--- src/rtl/sonar_driver_if.sv ---
`default_nettype none
// ============================================================================
// Module   : sonar_driver_if
// Brief    : Measure request / result handshake between control unit and ranger driver.
// Revision : 1.0
// ============================================================================
interface sonar_driver_if;
    logic       measure;
    logic       ready;
    logic [7:0] distance;

    modport master (output measure, input ready, input distance);
    modport slave  (input measure, output ready, output distance);
endinterface
`default_nettype wire

--- src/rtl/sonar_driver.sv ---
`default_nettype none
// ============================================================================
// Module   : sonar_driver
// Brief    : Fires the ultrasonic trigger on request, times the echo and
//            reports an 8-bit saturating distance with a ready level.
// Revision : 1.0
// ============================================================================
module sonar_driver #(
    parameter int TRIG_CYCLES     = 500,
    parameter int CYCLES_PER_UNIT = 2900,
    parameter int ECHO_TIMEOUT    = 1_500_000,
    parameter int HOLDOFF_CYCLES  = 3_000_000
) (
    input  wire logic          clk,
    input  wire logic          rst_n,
    sonar_driver_if.slave      bus,
    input  wire logic          echo,
    output logic               trig
);

    localparam int c_MAX_A   = (ECHO_TIMEOUT > HOLDOFF_CYCLES) ? ECHO_TIMEOUT : HOLDOFF_CYCLES;
    localparam int c_CNT_MAX = (c_MAX_A > TRIG_CYCLES) ? c_MAX_A : TRIG_CYCLES;
    localparam int c_CNT_W   = $clog2(c_CNT_MAX + 1);
    localparam int c_PRE_W   = $clog2(CYCLES_PER_UNIT + 1);

    localparam logic [c_CNT_W-1:0] c_TRIG_LAST = c_CNT_W'(TRIG_CYCLES - 1);
    localparam logic [c_CNT_W-1:0] c_ECHO_LAST = c_CNT_W'(ECHO_TIMEOUT - 1);
    localparam logic [c_CNT_W-1:0] c_HOLD_LAST = c_CNT_W'(HOLDOFF_CYCLES - 1);
    localparam logic [c_PRE_W-1:0] c_PRE_LAST  = c_PRE_W'(CYCLES_PER_UNIT - 1);

    localparam logic [2:0] c_IDLE      = 3'd0;
    localparam logic [2:0] c_TRIG      = 3'd1;
    localparam logic [2:0] c_WAIT_ECHO = 3'd2;
    localparam logic [2:0] c_COUNT     = 3'd3;
    localparam logic [2:0] c_HOLDOFF   = 3'd4;

    logic [2:0]         r_state;
    logic [c_CNT_W-1:0] r_cnt;
    logic [c_PRE_W-1:0] r_pre;
    logic [7:0]         r_acc;
    logic [7:0]         r_distance;
    logic               r_ready;
    logic               r_trig;
    logic               r_echo_meta;
    logic               r_echo_s;

    always_ff @(posedge clk) begin
        if (!rst_n) begin
            r_echo_meta <= 1'b0;
            r_echo_s    <= 1'b0;
        end else begin
            r_echo_meta <= echo;
            r_echo_s    <= r_echo_meta;
        end
    end

    always_ff @(posedge clk) begin
        if (!rst_n) begin
            r_state    <= c_IDLE;
            r_cnt      <= '0;
            r_pre      <= '0;
            r_acc      <= '0;
            r_distance <= '0;
            r_ready    <= 1'b1;
            r_trig     <= 1'b0;
        end else begin
            case (r_state)
                c_IDLE: begin
                    if (bus.measure) begin
                        r_state <= c_TRIG;
                        r_cnt   <= '0;
                        r_pre   <= '0;
                        r_ready <= 1'b0;
                        r_trig  <= 1'b1;
                    end
                end
                c_TRIG: begin
                    if (r_cnt == c_TRIG_LAST) begin
                        r_state <= c_WAIT_ECHO;
                        r_cnt   <= '0;
                        r_trig  <= 1'b0;
                    end else begin
                        r_cnt <= r_cnt + c_CNT_W'(1);
                    end
                end
                c_WAIT_ECHO: begin
                    if (r_echo_s) begin
                        r_state <= c_COUNT;
                        r_cnt   <= '0;
                        r_pre   <= '0;
                        r_acc   <= '0;
                    end else if (r_cnt == c_ECHO_LAST) begin
                        r_state    <= c_HOLDOFF;
                        r_cnt      <= '0;
                        r_distance <= 8'hFF;
                    end else begin
                        r_cnt <= r_cnt + c_CNT_W'(1);
                    end
                end
                c_COUNT: begin
                    // Partial unit at echo fall is dropped: only completed prescaler wraps count.
                    if (!r_echo_s) begin
                        r_state    <= c_HOLDOFF;
                        r_cnt      <= '0;
                        r_distance <= r_acc;
                    end else if (r_cnt == c_ECHO_LAST) begin
                        r_state    <= c_HOLDOFF;
                        r_cnt      <= '0;
                        r_distance <= 8'hFF;
                    end else begin
                        r_cnt <= r_cnt + c_CNT_W'(1);
                        if (r_pre == c_PRE_LAST) begin
                            r_pre <= '0;
                            if (r_acc != 8'hFF) begin
                                r_acc <= r_acc + 8'd1;
                            end
                        end else begin
                            r_pre <= r_pre + c_PRE_W'(1);
                        end
                    end
                end
                c_HOLDOFF: begin
                    if (r_cnt == c_HOLD_LAST) begin
                        r_state <= c_IDLE;
                        r_cnt   <= '0;
                        r_ready <= 1'b1;
                    end else begin
                        r_cnt <= r_cnt + c_CNT_W'(1);
                    end
                end
                default: begin
                    r_state <= c_IDLE;
                    r_cnt   <= '0;
                    r_ready <= 1'b1;
                    r_trig  <= 1'b0;
                end
            endcase
        end
    end

    assign trig         = r_trig;
    assign bus.ready    = r_ready;
    assign bus.distance = r_distance;

endmodule
`default_nettype wire

--- src/flat_wrapper.sv ---
// flat-port wrapper written by rule: the top's interface ports become plain ports
module sonar_driver_flat 
#(
    parameter int TRIG_CYCLES     = 500,
    parameter int CYCLES_PER_UNIT = 2900,
    parameter int ECHO_TIMEOUT    = 1_500_000,
    parameter int HOLDOFF_CYCLES  = 3_000_000
)
  (clk, rst_n, echo, trig, bus_measure, bus_ready, bus_distance);
  sonar_driver_if bus_i ();
  input  wire logic clk;
  input  wire logic rst_n;
  input  wire logic echo;
  output logic trig;
  input wire logic [$bits(bus_i.measure)-1:0] bus_measure;
  output wire logic [$bits(bus_i.ready)-1:0] bus_ready;
  output wire logic [$bits(bus_i.distance)-1:0] bus_distance;
  assign bus_i.measure = bus_measure;
  assign bus_ready = bus_i.ready;
  assign bus_distance = bus_i.distance;
  sonar_driver #(.TRIG_CYCLES(TRIG_CYCLES), .CYCLES_PER_UNIT(CYCLES_PER_UNIT), .ECHO_TIMEOUT(ECHO_TIMEOUT), .HOLDOFF_CYCLES(HOLDOFF_CYCLES)) u_core (.clk(clk), .rst_n(rst_n), .bus(bus_i), .echo(echo), .trig(trig));
endmodule
--- config.mk ---
export PLATFORM = sky130hd
export DESIGN_NAME = sonar_driver_flat
export DESIGN_NICKNAME = d
export VERILOG_FILES = /design/src/rtl/sonar_driver_if.sv /design/src/rtl/sonar_driver.sv /design/src/flat_wrapper.sv
export SDC_FILE = /design/constraint.sdc
export NUM_CORES = 1
export LEC_CHECK = 0
export ABC_CLOCK_PERIOD_IN_PS = 2400
export CAP_MARGIN = 0
export CORE_MARGIN = 8
export CORE_UTILIZATION = 30
export DETAILED_ROUTE_END_ITERATION = 7
export PLACE_DENSITY = 0.43
export SYNTH_ARGS = -nofsm -noshare
export SYNTH_HDL_FRONTEND = slang
export SYNTH_SLANG_ARGS = --single-unit
--- constraint.sdc ---
create_clock -name clk -period 2.4 [get_ports clk]
set_clock_uncertainty 0.05 [all_clocks]
set_input_delay 0.72 -clock clk [delete_from_list [all_inputs] [get_ports clk]]
set_output_delay 0.72 -clock clk [all_outputs]
set_load 0.1 [all_outputs]
# Word level (Yosys, flattened, before mapping)

Cells that the tools add are included.

Eq/ne operators: 18
Add/subtract/negate cells: 3
Reductions and logical operators: 11
Multiplexer cells: 36
Bitwise logic cells: 2

Operators by type and width:

| kind                  | number |
|---|---|
| $mux 22               | 6 |
| $pmux 22 s5           | 1 |
| $mux 8                | 8 |
| $mux 12               | 5 |
| $pmux 12 s3           | 1 |
| $pmux 8 s2            | 2 |
| $add 22x1->22 const B | 1 |
| $eq 22x21->1 const B  | 1 |
| $eq 22x22->1 const B  | 1 |
| $eq 22x9->1 const B   | 1 |
| $mux 3                | 6 |
| $pmux 3 s5            | 1 |
| $add 12x1->12 const B | 1 |
| $eq 12x12->1 const B  | 1 |
| $ne 2x1->1 const B    | 6 |
| $reduce_and 3->1      | 3 |
| $add 8x1->8 const B   | 1 |
| $ne 8x8->1 const B    | 1 |
| $eq 3x2->1 const B    | 2 |
| $ne 2x2->1 const B    | 3 |
| $pmux 1 s3            | 2 |
| $reduce_and 6->1      | 1 |
| $reduce_or 3->1       | 2 |
| $reduce_and 5->1      | 1 |
| 8 further kinds       | 12 |

Bits of input ports: 4
Word-level logic and storage cells: 79
Output and inout bits: 10
Bits in registers: 57

# Depth between registers and ports, before layout

Word-level depth: 6
Mapped depth: 7
Depth with buffers taken out: 6

# Worst setup path after synthesis

OpenSTA, ideal clock, no wires.

Path kind: register -> register
Start point: reg u_core.r_cnt[21]
End point: reg u_core.r_cnt[7]
Cell stages (with the launch flop): 7
Library setup time: 0.115 ns
Buffers on the path: 1
Arrival: 1.984 ns
Data required time: 2.235 ns
Clock period less this slack: 2.148 ns
Path slack: 0.252 ns
Cell sequence: dfxtp_1 -> or4_4 -> nor4_4 -> a21oi_2 -> o41ai_4 -> buf_6 -> nor2_1

Word-level cells in the longest chain between the ends: 4
Elaborated cells on any way between the ends: 9
Classes of those cells: eq/ne (3); mux (6)

Ends and longest elaborated chain:

| item                              | line                                    | text |
|---|---|---|
| from (decl)                       | sonar_driver.sv:38                      | `logic [c_CNT_W-1:0] r_cnt;` |
| from (signal assigned)            | sonar_driver.sv:83                      | `r_cnt <= r_cnt + c_CNT_W'(1);` |
| from (signal assigned)            | sonar_driver.sv:97                      | `r_cnt <= r_cnt + c_CNT_W'(1);` |
| from (signal assigned)            | sonar_driver.sv:111                     | `r_cnt <= r_cnt + c_CNT_W'(1);` |
| $eq 22x21->1                      | sonar_driver.sv:92, sonar_driver.sv:106 |  |
| $mux 22                           | sonar_driver.sv:92, sonar_driver.sv:106 |  |
| $mux 22, on equally long branches | sonar_driver.sv:102, sonar_driver.sv:87 |  |
| $pmux 22 s5 *                     | sonar_driver.sv:67                      | `case (r_state)` |

Mark *: on every way between the ends. The rest lies on a longest branch, timed or not.
A chain may end at the register's enable or synchronous reset.

# Final worst setup path

Start point: in bus_measure
End point: reg u_core.r_pre[5]

Word-level cells in the longest chain between the ends: 2

Ends and longest elaborated chain:

| item                       | line                | text |
|---|---|---|
| from (decl)                | flat_wrapper.sv:15  | `input wire logic [$bits(bus_i.measure)-1:0] bus_measure;` |
| $ne 2x2->1 (no line)       | -                   |  |
| $reduce_and 5->1 (no line) | -                   |  |
| to (signal assigned)       | sonar_driver.sv:118 | `r_pre <= r_pre + c_PRE_W'(1);` |
| to (decl)                  | sonar_driver.sv:39  | `logic [c_PRE_W-1:0] r_pre;` |

No other way between the ends.

==> results.toml <==
[grt]
via_count_of_the_first_global_routing_pass = 2695
groute.usage.overall = 0.1367
antenna_violations_before_repair = 0
grt_remaining_overflow = 0
pin_count_of_the_biggest_net_entering_global_routing = 17
grt_first_pass_wirelength_mm = 14.22

[synth]
synth.ff_latch_count = 57
synth_edf_count = 0
synth.largest_area_cell = "dfxtp_1"
synth.distinct_cells = 61
yosys_most_used_dff = "dfxtp_1"
synth.cell_area_um2 = 3007
postSynthCellCount = 362
synth-warning-count = 0
synthArstFlopShare = 0
synth_sequential_area_ratio = 0.3795
synth.avg_cell_area_um2 = 8.306
postSynthNetCount = 369
netlist.area_leader.share = 0.3795
netlist_top_cells_area = "dfxtp_1 38%, a21oi_1 4.5%, o21ai_0 4.5%"

[timing]
min_period_ns = 2.263
relSlewSlack = 0.6502
finalSetupViolCount = 0
min_period_over_period = 0.9430
achievable-frequency_mhz = 441.9
tightestPinTransition_ns = 0.5114
grt_setup_unrepaired = "false"
hold_viol = 0
final_max_slew_viol_count = 0

[pwr]
total_leakage_power_nw = 1.345
clockPowerShare = 0.426
p_int_mw = 1.759
total_switching_power_mw = 0.7028
power.density_nw_per_um2 = 642.0
seq_power_share = 0.403
max-vdd-ir-drop_v = 0.0003021
report.power.total_mw = 2.461
netSwitchingFraction = 0.2855
power.share.combinational = 0.171

[setup_path]
cp-end-kind = "flop"
worst-setup-path-type = "in2reg"
cp_slowest_stage_delay_ns = 0.60
startpoint_type = "input port"
critPathRequiredTime_ns = 2.63
cp_cell_sequence = "clkdlybuf4s50_1 > a22oi_1 > a211o_2 > or4b_2 > a21oi_1"
crit_fanout = 4
worstPathArrival_ns = 2.49
cpMaxStageDelayCell = "or4b_2"

[hold_path]
hold_class = "reg2reg"

[floorplanning]
die-height_um = 116.1
num_io_pins = 14
dieArea_um2 = 13480
floorplan.core_area_um2 = 9774
row_count = 36
start_util = 0.3076
die_w_um = 116.1

[layout]
mostFrequentLayoutCell = "dfxtp_1"
final_core_utilization = 0.3922
fillers = 1039
antennaDiodeCount = 0
design.final.nets = 419
stdcell_count = 550
multi_input_comb_area_um2 = 1752
ratio_of_cells_with_drive_above_1_in_the_final_layout = 0.2182
seqCellArea_um2 = 1142
most-common-layout-cells = "56 x dfxtp_1, 53 x buf_4, 31 x nor2_1"
area.growth.synth_to_final_pct = 27.51

[clocking]
insertion_delay_ns = 0.35
ctsHoldBuffers = 0
cts_made_buffers = 9
tritoncts = "done"
clk_path_buf_depth = 2
cts-htree-levels = 3
clkSinkCount = 57
clk_transition_reported_paths_ns = 0.07
cts-root-buf = "clkbuf_8"

[place]
place_congestion = 0.8293
io_buffer_count = 13
dp_hpwl_mm = 6.469
placed_cells_incl_taps = 533

[outcome]
status = "finished clean"

[drt]
drt_wl_total_mm = 8.658
detail-route-antenna-nets = 0
number_of_vias_per_cell = 5.247
drt_iter0_markers = 169
post-route-drc-count = 0
drt_pass1_iterations = 4
routedWlPerCell_um = 15.74
num_vias = 2886

[run]
max-cap-violations = 0
## per-layer routing
layer / vias to the layer above / part of all wire / track usage
met5: - / 0 / 0
li1: 1457 / - / -
met2: 58 / 0.44 / 0.1988
met4: 0 / 0.019 / 0.06655
met1: 1359 / 0.50 / 0.1835
met3: 12 / 0.043 / 0.03464
## worst max-delay path: cells and delay by family
kind	cells	cell delay (ns)
and+or+nand+nor	1	0.60
buffers and inverters	1	0.55
AOI/OAI and AO/OA	3	0.61
## worst paths after layout
check / start / end / slack (ns) / cells past startpoint
worst max register to register: u_core.r_cnt[21]$_SDFFE_PN0P_ / u_core.r_cnt[16]$_SDFFE_PN0P_ / 0.17 / 6
worst max-delay path: bus_measure / u_core.r_pre[5]$_SDFFE_PN0P_ / 0.14 / 5
worst min register to register: u_core.r_echo_meta$_SDFF_PN0_ / u_core.r_echo_s$_SDFF_PN0_ / 0.39 / 1
worst min-delay path: u_core.r_echo_meta$_SDFF_PN0_ / u_core.r_echo_s$_SDFF_PN0_ / 0.39 / 1
## registers in the layout (all words and copies together) (netlist names)
| name | flops |
|---|---|
| u_core.r_echo_meta | 1 |
| u_core.trig | 1 |
| u_core.bus.ready | 1 |
| u_core.r_acc | 8 |
| u_core.r_echo_s | 1 |
| u_core.r_cnt | 22 |
| u_core.r_pre | 12 |
| u_core.bus.distance | 8 |
| u_core.r_state | 3 |
## cell families after synthesis
| group | synth area share |
|---|---|
| simple gates | 0.2913 |
| mux | 0.006659 |
| flops | 0.3795 |
| xor+xnor | 0.04078 |
| fa+ha+maj | 0.01249 |
| buf+inv | 0.04785 |
| compound gates | 0.2214 |
## per-stage QoR
stage / TNS (ns) / worst slack, ns / hold WS, ns / instance area (um2)
6_report: 0 / 0.1368 / 0.3891 / 3834
5_1_grt: 0 / 0.01640 / 0.4115 / 3834
4_1_cts: 0 / 0.1029 / 0.3922 / 3801
3_5_place_dp: -1.454 / -0.2164 / 0.3762 / 3572
3_3_place_gp: -1.200 / -0.2051 / 0.3678 / 3572
2_1_floorplan: 0 / 0.2518 / 0.3619 / 3007
## what timing repair did
action	4_1_cts	5_1_grt
buffers inserted	0	1
gates resized for setup	0	6
setup endpoints to repair	0	16
## Yosys cell counts (3+ instances only)
cell type / instances
a2111oi_0: 3
a211oi_1: 3
a21o_1: 4
a21oi_1: 27
a31oi_1: 7
and2_1: 4
and3_1: 6
and4_1: 7
buf_2: 4
clkbuf_1: 14
dfxtp_1: 57
ha_1: 3
inv_1: 14
nand2_1: 22
nand2b_1: 6
nand3_1: 18
nand4_1: 11
nor2_1: 31
nor2b_1: 3
nor3_1: 6
nor4_1: 12
o21ai_0: 27
o311ai_0: 5
o41ai_1: 4
or3_1: 5
or4_1: 3
xnor2_1: 4
xor2_1: 10
## power by group through the flow
stage                     clock, mW  combinational, mW  sequential [mW]
after floorplan                   0              0.180             1.09
after global placement            0              0.416             1.01
after detailed placement          0              0.417             1.01
after CTS                      1.08              0.419            0.990
after global routing           1.14              0.457            0.995
final                          1.05              0.421            0.991
## layout make-up
class,count,share of cell area
timing repair buffer,59,0.1273
clock inverter,5,0.02023
clock buffer,11,0.03949
sequential,57,0.2980
inverter,15,0.01469
multi-input combinational,270,0.4569
tap,133,0.04341
Note: power is estimated with default switching activity, not from simulation.
